--- src/rtl/hex_display_bank.sv ---
// Multi-digit seven-segment driver: latches a value on a load strobe and shows
// it in hex, or in decimal after a serial double-dabble conversion. Supports
// leading-zero blanking, per-digit decimal points, per-digit blink and an
// overflow (all-dash) indication. Segment outputs are active-low.
module hex_display_bank #(
  parameter int DIGITS    = 6,
  parameter int BLINK_DIV = 12_500_000
) (
  input  logic                  clk,
  input  logic                  rst_n,
  input  logic                  load,
  input  logic [4*DIGITS-1:0]   value,
  input  logic                  dec_mode,
  input  logic                  lz_blank,
  input  logic [DIGITS-1:0]     dp,
  input  logic [DIGITS-1:0]     blink_mask,
  output logic                  busy,
  output logic                  overflow,
  output logic [8*DIGITS-1:0]   segs
);

  localparam int W  = 4 * DIGITS;
  localparam int IW = $clog2(W);
  localparam int CW = $clog2(BLINK_DIV);

  typedef enum logic {IDLE, CONV} state_t;

  // Double-dabble correction: a BCD nibble of 5 or more overflows on doubling.
  function automatic logic [3:0] add3(input logic [3:0] n);
    return (n >= 4'd5) ? n + 4'd3 : n;
  endfunction

  // Active-low a..g glyph with DP (bit 7) off.
  function automatic logic [7:0] glyph(input logic [3:0] n);
    case (n)
      4'h0: glyph = 8'hC0;
      4'h1: glyph = 8'hF9;
      4'h2: glyph = 8'hA4;
      4'h3: glyph = 8'hB0;
      4'h4: glyph = 8'h99;
      4'h5: glyph = 8'h92;
      4'h6: glyph = 8'h82;
      4'h7: glyph = 8'hF8;
      4'h8: glyph = 8'h80;
      4'h9: glyph = 8'h90;
      4'hA: glyph = 8'h88;
      4'hB: glyph = 8'h83;
      4'hC: glyph = 8'hC6;
      4'hD: glyph = 8'hA1;
      4'hE: glyph = 8'h86;
      default: glyph = 8'h8E;
    endcase
  endfunction

  state_t              state_q;
  logic                busy_q;
  logic                overflow_q;
  logic                valid_q;
  logic [W-1:0]        disp_q;
  logic [W-1:0]        shift_q;
  logic [W-1:0]        bcd_q;
  logic [IW-1:0]       iter_q;
  logic                ovf_acc_q;
  logic                lz_q;
  logic [DIGITS-1:0]   dp_q;
  logic [DIGITS-1:0]   bm_q;
  // Sideband captured with a decimal load, committed when its result is shown
  logic                pend_lz_q;
  logic [DIGITS-1:0]   pend_dp_q;
  logic [DIGITS-1:0]   pend_bm_q;
  logic [CW-1:0]       blink_cnt_q;
  logic                phase_q;
  logic [8*DIGITS-1:0] segs_q;
  logic [8*DIGITS-1:0] segs_d;

  logic [W-1:0]        adj;
  logic [W-1:0]        bcd_d;
  logic                shout;

  // One double-dabble step: correct every nibble, then shift in the binary MSB.
  always_comb begin
    adj = '0;
    for (int i = 0; i < DIGITS; i++) begin
      adj[4*i +: 4] = add3(bcd_q[4*i +: 4]);
    end
  end

  assign bcd_d = {adj[W-2:0], shift_q[W-1]};
  assign shout = adj[W-1];

  // Control FSM: hex loads update the display directly, decimal loads run W steps.
  always_ff @(posedge clk or negedge rst_n) begin
    if (!rst_n) begin
      state_q    <= IDLE;
      busy_q     <= 1'b0;
      overflow_q <= 1'b0;
      valid_q    <= 1'b0;
      disp_q     <= '0;
      shift_q    <= '0;
      bcd_q      <= '0;
      iter_q     <= '0;
      ovf_acc_q  <= 1'b0;
      lz_q       <= 1'b0;
      dp_q       <= '0;
      bm_q       <= '0;
      pend_lz_q  <= 1'b0;
      pend_dp_q  <= '0;
      pend_bm_q  <= '0;
    end else begin
      case (state_q)
        IDLE: begin
          if (load) begin
            if (!dec_mode) begin
              disp_q     <= value;
              overflow_q <= 1'b0;
              valid_q    <= 1'b1;
              lz_q       <= lz_blank;
              dp_q       <= dp;
              bm_q       <= blink_mask;
            end else begin
              shift_q   <= value;
              bcd_q     <= '0;
              iter_q    <= '0;
              ovf_acc_q <= 1'b0;
              pend_lz_q <= lz_blank;
              pend_dp_q <= dp;
              pend_bm_q <= blink_mask;
              state_q   <= CONV;
              busy_q    <= 1'b1;
            end
          end
        end
        CONV: begin
          bcd_q     <= bcd_d;
          shift_q   <= {shift_q[W-2:0], 1'b0};
          ovf_acc_q <= ovf_acc_q | shout;
          iter_q    <= iter_q + IW'(1);
          if (iter_q == IW'(W - 1)) begin
            disp_q     <= bcd_d;
            overflow_q <= ovf_acc_q | shout;
            valid_q    <= 1'b1;
            lz_q       <= pend_lz_q;
            dp_q       <= pend_dp_q;
            bm_q       <= pend_bm_q;
            state_q    <= IDLE;
            busy_q     <= 1'b0;
          end
        end
        default: state_q <= IDLE;
      endcase
    end
  end

  // Free-running blink timebase; phase flips each time the counter wraps.
  always_ff @(posedge clk or negedge rst_n) begin
    if (!rst_n) begin
      blink_cnt_q <= '0;
      phase_q     <= 1'b0;
    end else if (blink_cnt_q == CW'(BLINK_DIV - 1)) begin
      blink_cnt_q <= '0;
      phase_q     <= ~phase_q;
    end else begin
      blink_cnt_q <= blink_cnt_q + CW'(1);
    end
  end

  logic       lead;
  logic [3:0] nib;
  logic [7:0] g;

  // Per-digit glyph selection, scanning from the top digit for leading zeros.
  always_comb begin
    segs_d = '1;
    lead   = lz_q & ~overflow_q;
    nib    = '0;
    g      = '1;
    for (int i = DIGITS - 1; i >= 0; i--) begin
      nib = disp_q[4*i +: 4];
      g   = glyph(nib);
      if (overflow_q) begin
        g = 8'hBF;
      end else if (lead && nib == 4'h0 && i != 0) begin
        g = 8'hFF;
      end
      if (nib != 4'h0) begin
        lead = 1'b0;
      end
      g[7] = ~dp_q[i];
      if (phase_q && bm_q[i]) begin
        g = 8'hFF;
      end
      if (!valid_q) begin
        g = 8'hFF;
      end
      segs_d[8*i +: 8] = g;
    end
  end

  // Registered segment outputs.
  always_ff @(posedge clk or negedge rst_n) begin
    if (!rst_n) begin
      segs_q <= '1;
    end else begin
      segs_q <= segs_d;
    end
  end

  assign segs     = segs_q;
  assign busy     = busy_q;
  assign overflow = overflow_q;

endmodule

--- config.mk ---
export PLATFORM = sky130hd
export DESIGN_NAME = hex_display_bank
export DESIGN_NICKNAME = d
export VERILOG_FILES = /design/src/rtl/hex_display_bank.sv
export SDC_FILE = /design/constraint.sdc
export NUM_CORES = 1
export LEC_CHECK = 0
export ABC_AREA = 1
export CELL_PAD_IN_SITES_DETAIL_PLACEMENT = 0
export CELL_PAD_IN_SITES_GLOBAL_PLACEMENT = 1
export CORE_ASPECT_RATIO = 2
export CORE_MARGIN = 1
export CORE_UTILIZATION = 40
export CTS_BUF_LIST = sky130_fd_sc_hd__clkbuf_4
export DETAILED_ROUTE_END_ITERATION = 16
export GPL_ROUTABILITY_DRIVEN = 0
export HOLD_SLACK_MARGIN = 0.12
export PLACE_DENSITY_LB_ADDON = 0.05
export SLEW_MARGIN = 20
export SYNTH_ARGS = -nofsm -noshare
export SYNTH_HDL_FRONTEND = slang
export SYNTH_SLANG_ARGS = --single-unit
--- constraint.sdc ---
create_clock -name clk -period 1.5 [get_ports clk]
set_input_delay 0.225 -clock clk [delete_from_list [all_inputs] [get_ports clk]]
set_output_delay 0.225 -clock clk [all_outputs]
set_load 0.05 [all_outputs]
* Word-level counts from Yosys, hierarchy flattened
Memories as Yosys holds them, arrays and structs flattened.
Cells that the tools add are included.
** Storage, ports and cells
- Bits in read-only memories :: 672
- Memories kept :: 6
- Input bits :: 41
- Bits in registers :: 181
- Output and inout bits :: 50
** Memory list
- (no name shown) :: words 16, bits a word 7, rd ports 1, clocked after memory_dff 0, wr ports 0, RTL line 35 : case (n)
- (no name shown) :: words 16, bits a word 7, rd ports 1, clocked after memory_dff 0, wr ports 0, RTL line 35
- (no name shown) :: words 16, bits a word 7, rd ports 1, clocked after memory_dff 0, wr ports 0, RTL line 35
- (no name shown) :: words 16, bits a word 7, rd ports 1, clocked after memory_dff 0, wr ports 0, RTL line 35
- (no name shown) :: words 16, bits a word 7, rd ports 1, clocked after memory_dff 0, wr ports 0, RTL line 35
- (no name shown) :: words 16, bits a word 7, rd ports 1, clocked after memory_dff 0, wr ports 0, RTL line 35
** Operators by class
- Add/subtract/negate cells :: 8
- Bitwise logic cells :: 11
- Order comparisons :: 6
- Equality and inequality tests :: 6
- Multiplexer cells :: 78
- Reductions and logical operators :: 24
** Operator list (number)
- 24-bit 2-to-1 mux :: 8
- 24-bit case mux with 2 select lines :: 3
- 8-bit 2-to-1 mux :: 12
- 7-bit 2-to-1 mux :: 11
- 6-bit 2-to-1 mux :: 6
- 24-bit by 1-bit adder with 24-bit output, second input constant :: 1
- 4-bit by 2-bit adder with 4-bit output, second input constant :: 6
- 24-bit == test, second input constant :: 1
- 4-bit by 3-bit >= comparator with 1-bit output, second input constant :: 6
- 4-bit 2-to-1 mux :: 6
- 6-bit case mux with 2 select lines :: 2
- 1-bit 2-to-1 mux :: 21
- 4-bit zero test :: 5
- 4-bit nonzero test :: 4
- 1-bit case mux with 2 select lines :: 6
- 1-bit logical AND :: 11
- 5-bit 2-to-1 mux :: 2
- 5-bit case mux with 2 select lines :: 1
- 1-bit inverter :: 9
- 3-bit AND reduction :: 3
- 2-bit inequality test, second input constant :: 3
- 5-bit by 1-bit adder with 5-bit output, second input constant :: 1
- 5-bit == test, second input constant :: 1
- 2-bit by 1-bit inequality test with 1-bit output, second input constant :: 1
- other kinds (3) :: 3

* Logic depth before layout (Yosys ltp)
- Word-level depth :: 11
- Mapped depth :: 9
- Mapped depth without buffers :: 9

* Least setup slack after synthesis
OpenSTA, ideal clock, no wires.
- Kind :: register -> register
- Start point :: register overflow_q, in the netlist overflow
- End point :: register segs_q[26], in the netlist segs[26]
- Period minus slack after synthesis :: 1.505 ns
- Arrival :: 1.420 ns
- Path buffers :: 0
- Library setup time :: 0.084 ns
- Required time :: 1.416 ns
- Path slack :: -0.005 ns
- Cell stages (with the launch flop) :: 7
- Cells stage by stage :: dfrtp_1 > nor2_1 > nand3_1 > nor2_4 > nand2_1 > nand3_1 > or2_2
** Between the ends
- Word-level cells in the longest chain between the ends :: 9
** Ends and longest elaborated chain
- start: declaration :: RTL line 57 : logic overflow_q;
- start signal: assignment :: RTL line 140 : overflow_q <= ovf_acc_q | shout;
- 1-bit inverter :: RTL line 174 : lead = lz_q & ~overflow_q;
- 1-bit AND :: RTL line 174
- 1-bit 2-to-1 mux (2 in series) :: RTL line 185 : if (nib != 4'h0) begin
- 1-bit logical AND :: RTL line 182 : end else if (lead && nib == 4'h0 && i != 0) begin
- 7-bit 2-to-1 mux :: RTL line 182
- 7-bit 2-to-1 mux (*) :: RTL line 180 : if (overflow_q) begin
- 8-bit 2-to-1 mux (*) :: RTL line 189 : if (phase_q && bm_q[i]) begin
- 8-bit 2-to-1 mux (*) :: RTL line 192 : if (!valid_q) begin
- named net segs_d[26] :: RTL line 74 : logic [8*DIGITS-1:0] segs_d;
- end signal: assignment :: RTL line 204 : segs_q <= segs_d;
- end: declaration :: RTL line 73 : logic [8*DIGITS-1:0] segs_q;
Mark *: on every way through the listed nets, which the timed path passes. The rest lies on a longest branch.
A chain may end at the register's enable or synchronous reset.

* Final worst setup path
- Start point :: register segs_q[20], in the netlist segs[20]
- End point :: output port segs[20]
** RTL lines
- end: declaration :: RTL line 19 : output logic [8*DIGITS-1:0] segs
No word-level cell between the ends.

==> results.cfg <==
[yosys]
post_synth_num_cell_types = 46
synth_common_cells = nand2_1 (234), nor2_1 (148), dfrtp_1 (133)
syn_nets = 1219
netlist_area_um2 = 9485
synthCells = 1130
async_reset_ff_share_pct = 100.0
synthFlopType = dfrtp_1
yosys.area.top_type = dfrtp_1
ys_seq_area_share_pct = 48.38
synth_top_area_share_pct = 35.09
syn_avg_cell_area_um2 = 8.394
yosysWarningCount = 0
yosysMostFrequentCell = nand2_1
synth_edf_count = 0
yosys-top-cells-area = dfrtp_1 (35%), dfstp_2 (13%), nand2_1 (9.3%)
ys_ff_latch = 181

[sta]
slew_viol_final = 0
relSlewSlack_pct = 66.42
post-route-period-util_pct = 106.7
worst_slew_pin_slew_ns = 0.5038
fin_crit_ns = 1.600
fin_hold_ws_ns = 0.1895
skew_ns = 0.02751
fin_ws_ns = -0.1002
finalSetupViolCount = 50
rsz0062_at_grt = yes
fmax_mhz = 624.9
hold_viol_final = 0

[global_routing]
grt_max_degree = 55
track_usage_pct = 23.66
grt_pass1_wl_mm = 43.84
grt_pass1_vias = 8605
globalRouteOverflowTotal = 0
grt_antenna_before_repair = 1

[route]
drtIter0Drc = 344
via_count = 8462
routed_via_density = 5.079
dr.pass1.iters = 4
ant_nets = 0
wl_per_cell_um = 17.05
wirelength_mm = 28.41
drc_errors = 0

[place]
post_dp_cell_area_um2 = 12200
place_hpwl_mm = 21.42
port_buffers = 90

[cells_and_area]
nets = 1458
final_area_um2 = 13460
drive_gt1_share_pct = 34.15
area_delta_synth_final_pct = 41.95
nFillCells = 2099
final_util_pct = 57.96

[worst_setup_path]
cp-start-kind = register
reg2reg_to = lz_q$_DFFE_PN0P_
worstPathRequired_ns = 1.27
critPathSlowestCell = dfstp_2
critPathBufInv = 1
crit_arrival_ns = 1.38
cp-startpoint = segs[20]$_DFF_PN1_
cp-end-kind = output port
rrSetupSlack_ns = -0.01
endpoint = segs[20]
cpPeakStageDelay_ns = 0.59
crit_path_max_fanout = 1
rr_worst_depth = 8
crit_chain = buf_12
cpLargestDelayFamily = flip-flops
critical_path_class = register to output port
timing.rr.start = iter_q[1]$_DFFE_PN0P_
worstSetupPathDepth = 1

[clocking]
cts_tree = done
clk_path_buf_depth = 2
cts_made_buffers = 17
clk_pin_slew_worst_paths_ns = 0.17
cts-root-buf = clkbuf_4
clkLatencyLatePin_ns = 0.65
h-tree-depth = 4
cts_sinks = 181

[power_and_ir_drop]
swShare_pct = 45.16
vdd_ir_drop_max_mv = 1.600
leakagePower_nw = 6.249
p_int_mw = 16.12
p_total_mw = 29.39
share_comb_of_total_power_pct = 60.2
p_clk_share_pct = 9.4
p_seq_share_pct = 30.5
switchingPower_mw = 13.27
p_per_area_nw_per_um2 = 2183

[floorplanning]
die_y_um = 219.8
rows = 79
dieArea_um2 = 24370
fp.dieW_um = 110.9
coreArea_um2 = 23230
start_util_pct = 40.83
num_io_pins = 91

[min_path]
min_delay_path_depth = 3
hold_class = primary input to register

[job]
drv_cap = 0

[outcome]
violations = setup timing
status = complete, but fails checks
sequential cells by signal (all words and copies together) (netlist names):
name,flops
valid_q,1
lz_q,1
bm_q,6
busy,1
ovf_acc_q,1
segs,48
blink_cnt_q,24
phase_q,1
bcd_q,24
dp_q,6
pend_dp_q,6
shift_q,24
pend_bm_q,6
pend_lz_q,1
disp_q,24
state_q,1
overflow,1
iter_q,5
layout by cell type (no fill, tap or decap), types with 9 or more instances in the layout:
cell type,n
dlygate4sd3_1,9
o21ai_1,12
nand2_2,18
nor2_1,95
buf_4,131
nand3_2,12
ha_1,38
o211ai_1,20
nor2_2,36
clkbuf_4,17
dfrtp_1,126
inv_2,19
xor2_1,12
dfstp_2,48
o21ai_0,66
buf_12,64
nand3_1,67
nand2_1,218
a31oi_1,20
buf_6,12
clkdlybuf4s50_1,39
inv_1,103
a21oi_2,16
a21oi_1,37
mux2_2,12
nor2_4,24
nand4_1,14
tightest hold or removal path: stages:
cell	delay [ns]
clkdlybuf4s50_1	0.43
nand2_1	0.08
a31oi_1	0.08
how the worst min path moves through the flow:
stage	endpoint	start
global placement	bcd_q[15]$_DFFE_PN0P_	rst_n
detailed placement	bcd_q[15]$_DFFE_PN0P_	rst_n
finish	dp_q[0]$_DFFE_PN0P_	dp[0]
global route	bm_q[1]$_DFFE_PN0P_	blink_mask[1]
CTS	bm_q[3]$_DFFE_PN0P_	blink_mask[3]
floorplan	bcd_q[0]$_DFFE_PN0P_	rst_n
per-layer routing:
metal / share of wire [%] / track usage [%]
met5: 0 / 0
met4: 4.9 / 13.78
met3: 1.9 / 2.943
met2: 58 / 47.37
met1: 36 / 22.66
timing repair:
action                                  in CTS  in global routing
resized for setup                           31                165
pin swaps                                    4                 42
endpoints found under the setup margin     120                153
hold buffers                                 9                  0
cloned                                       0                  6
hold endpoints to repair                   188                  0
buffers inserted                             5                 19
power by group through the flow:
stage	Sequential, mW	Combinational [mW]	Clock, mW
4_1_cts	8.85	16.6	2.87
3_3_place_gp	8.94	16.1	0
6_report	8.95	17.7	2.75
3_5_place_dp	8.99	16.2	0
5_1_grt	9.19	19.2	3.02
2_1_floorplan	10.7	7.01	0
stage by stage:
stage	setup TNS [ns]	std cells	setup WS (ns)
finish	-3.772	1666	-0.1002
global route	-8.142	1666	-0.1578
CTS	-7.146	1642	-0.1621
detailed placement	-6.667	1596	-0.1363
global placement	-5.457	1596	-0.1197
floorplan	0	1130	0.03801
area by class of cell:
class                   instances  area [um2]  area share, %
multi-input cells             783        4765          35.39
inverters                     127       494.2          3.671
flip-flops and latches        181        4598          34.15
clock buffers                  17       127.6         0.9479
well taps                     283       354.1          2.630
diodes                          1       2.502        0.01859
repair buffers                259        2980          22.14
clock inverters                15       142.6          1.059
kinds of logic (layout without fill, tap and decap cells):
logic type               after synthesis  after routing  share of synthesized area, %
adder cells (fa/ha/maj)               48             48                         6.332
AO/OA/AOI/OAI                        198            198                         12.25
AND/OR/NAND/NOR                      509            509                         22.82
flip-flops                           181            181                         48.38
buffers and inverters                166            418                         7.295
other                                  0              1                             0
XOR/XNOR                              15             15                         1.385
multiplexers                          13             13                         1.530
Note: power is estimated with default switching activity, not from simulation.
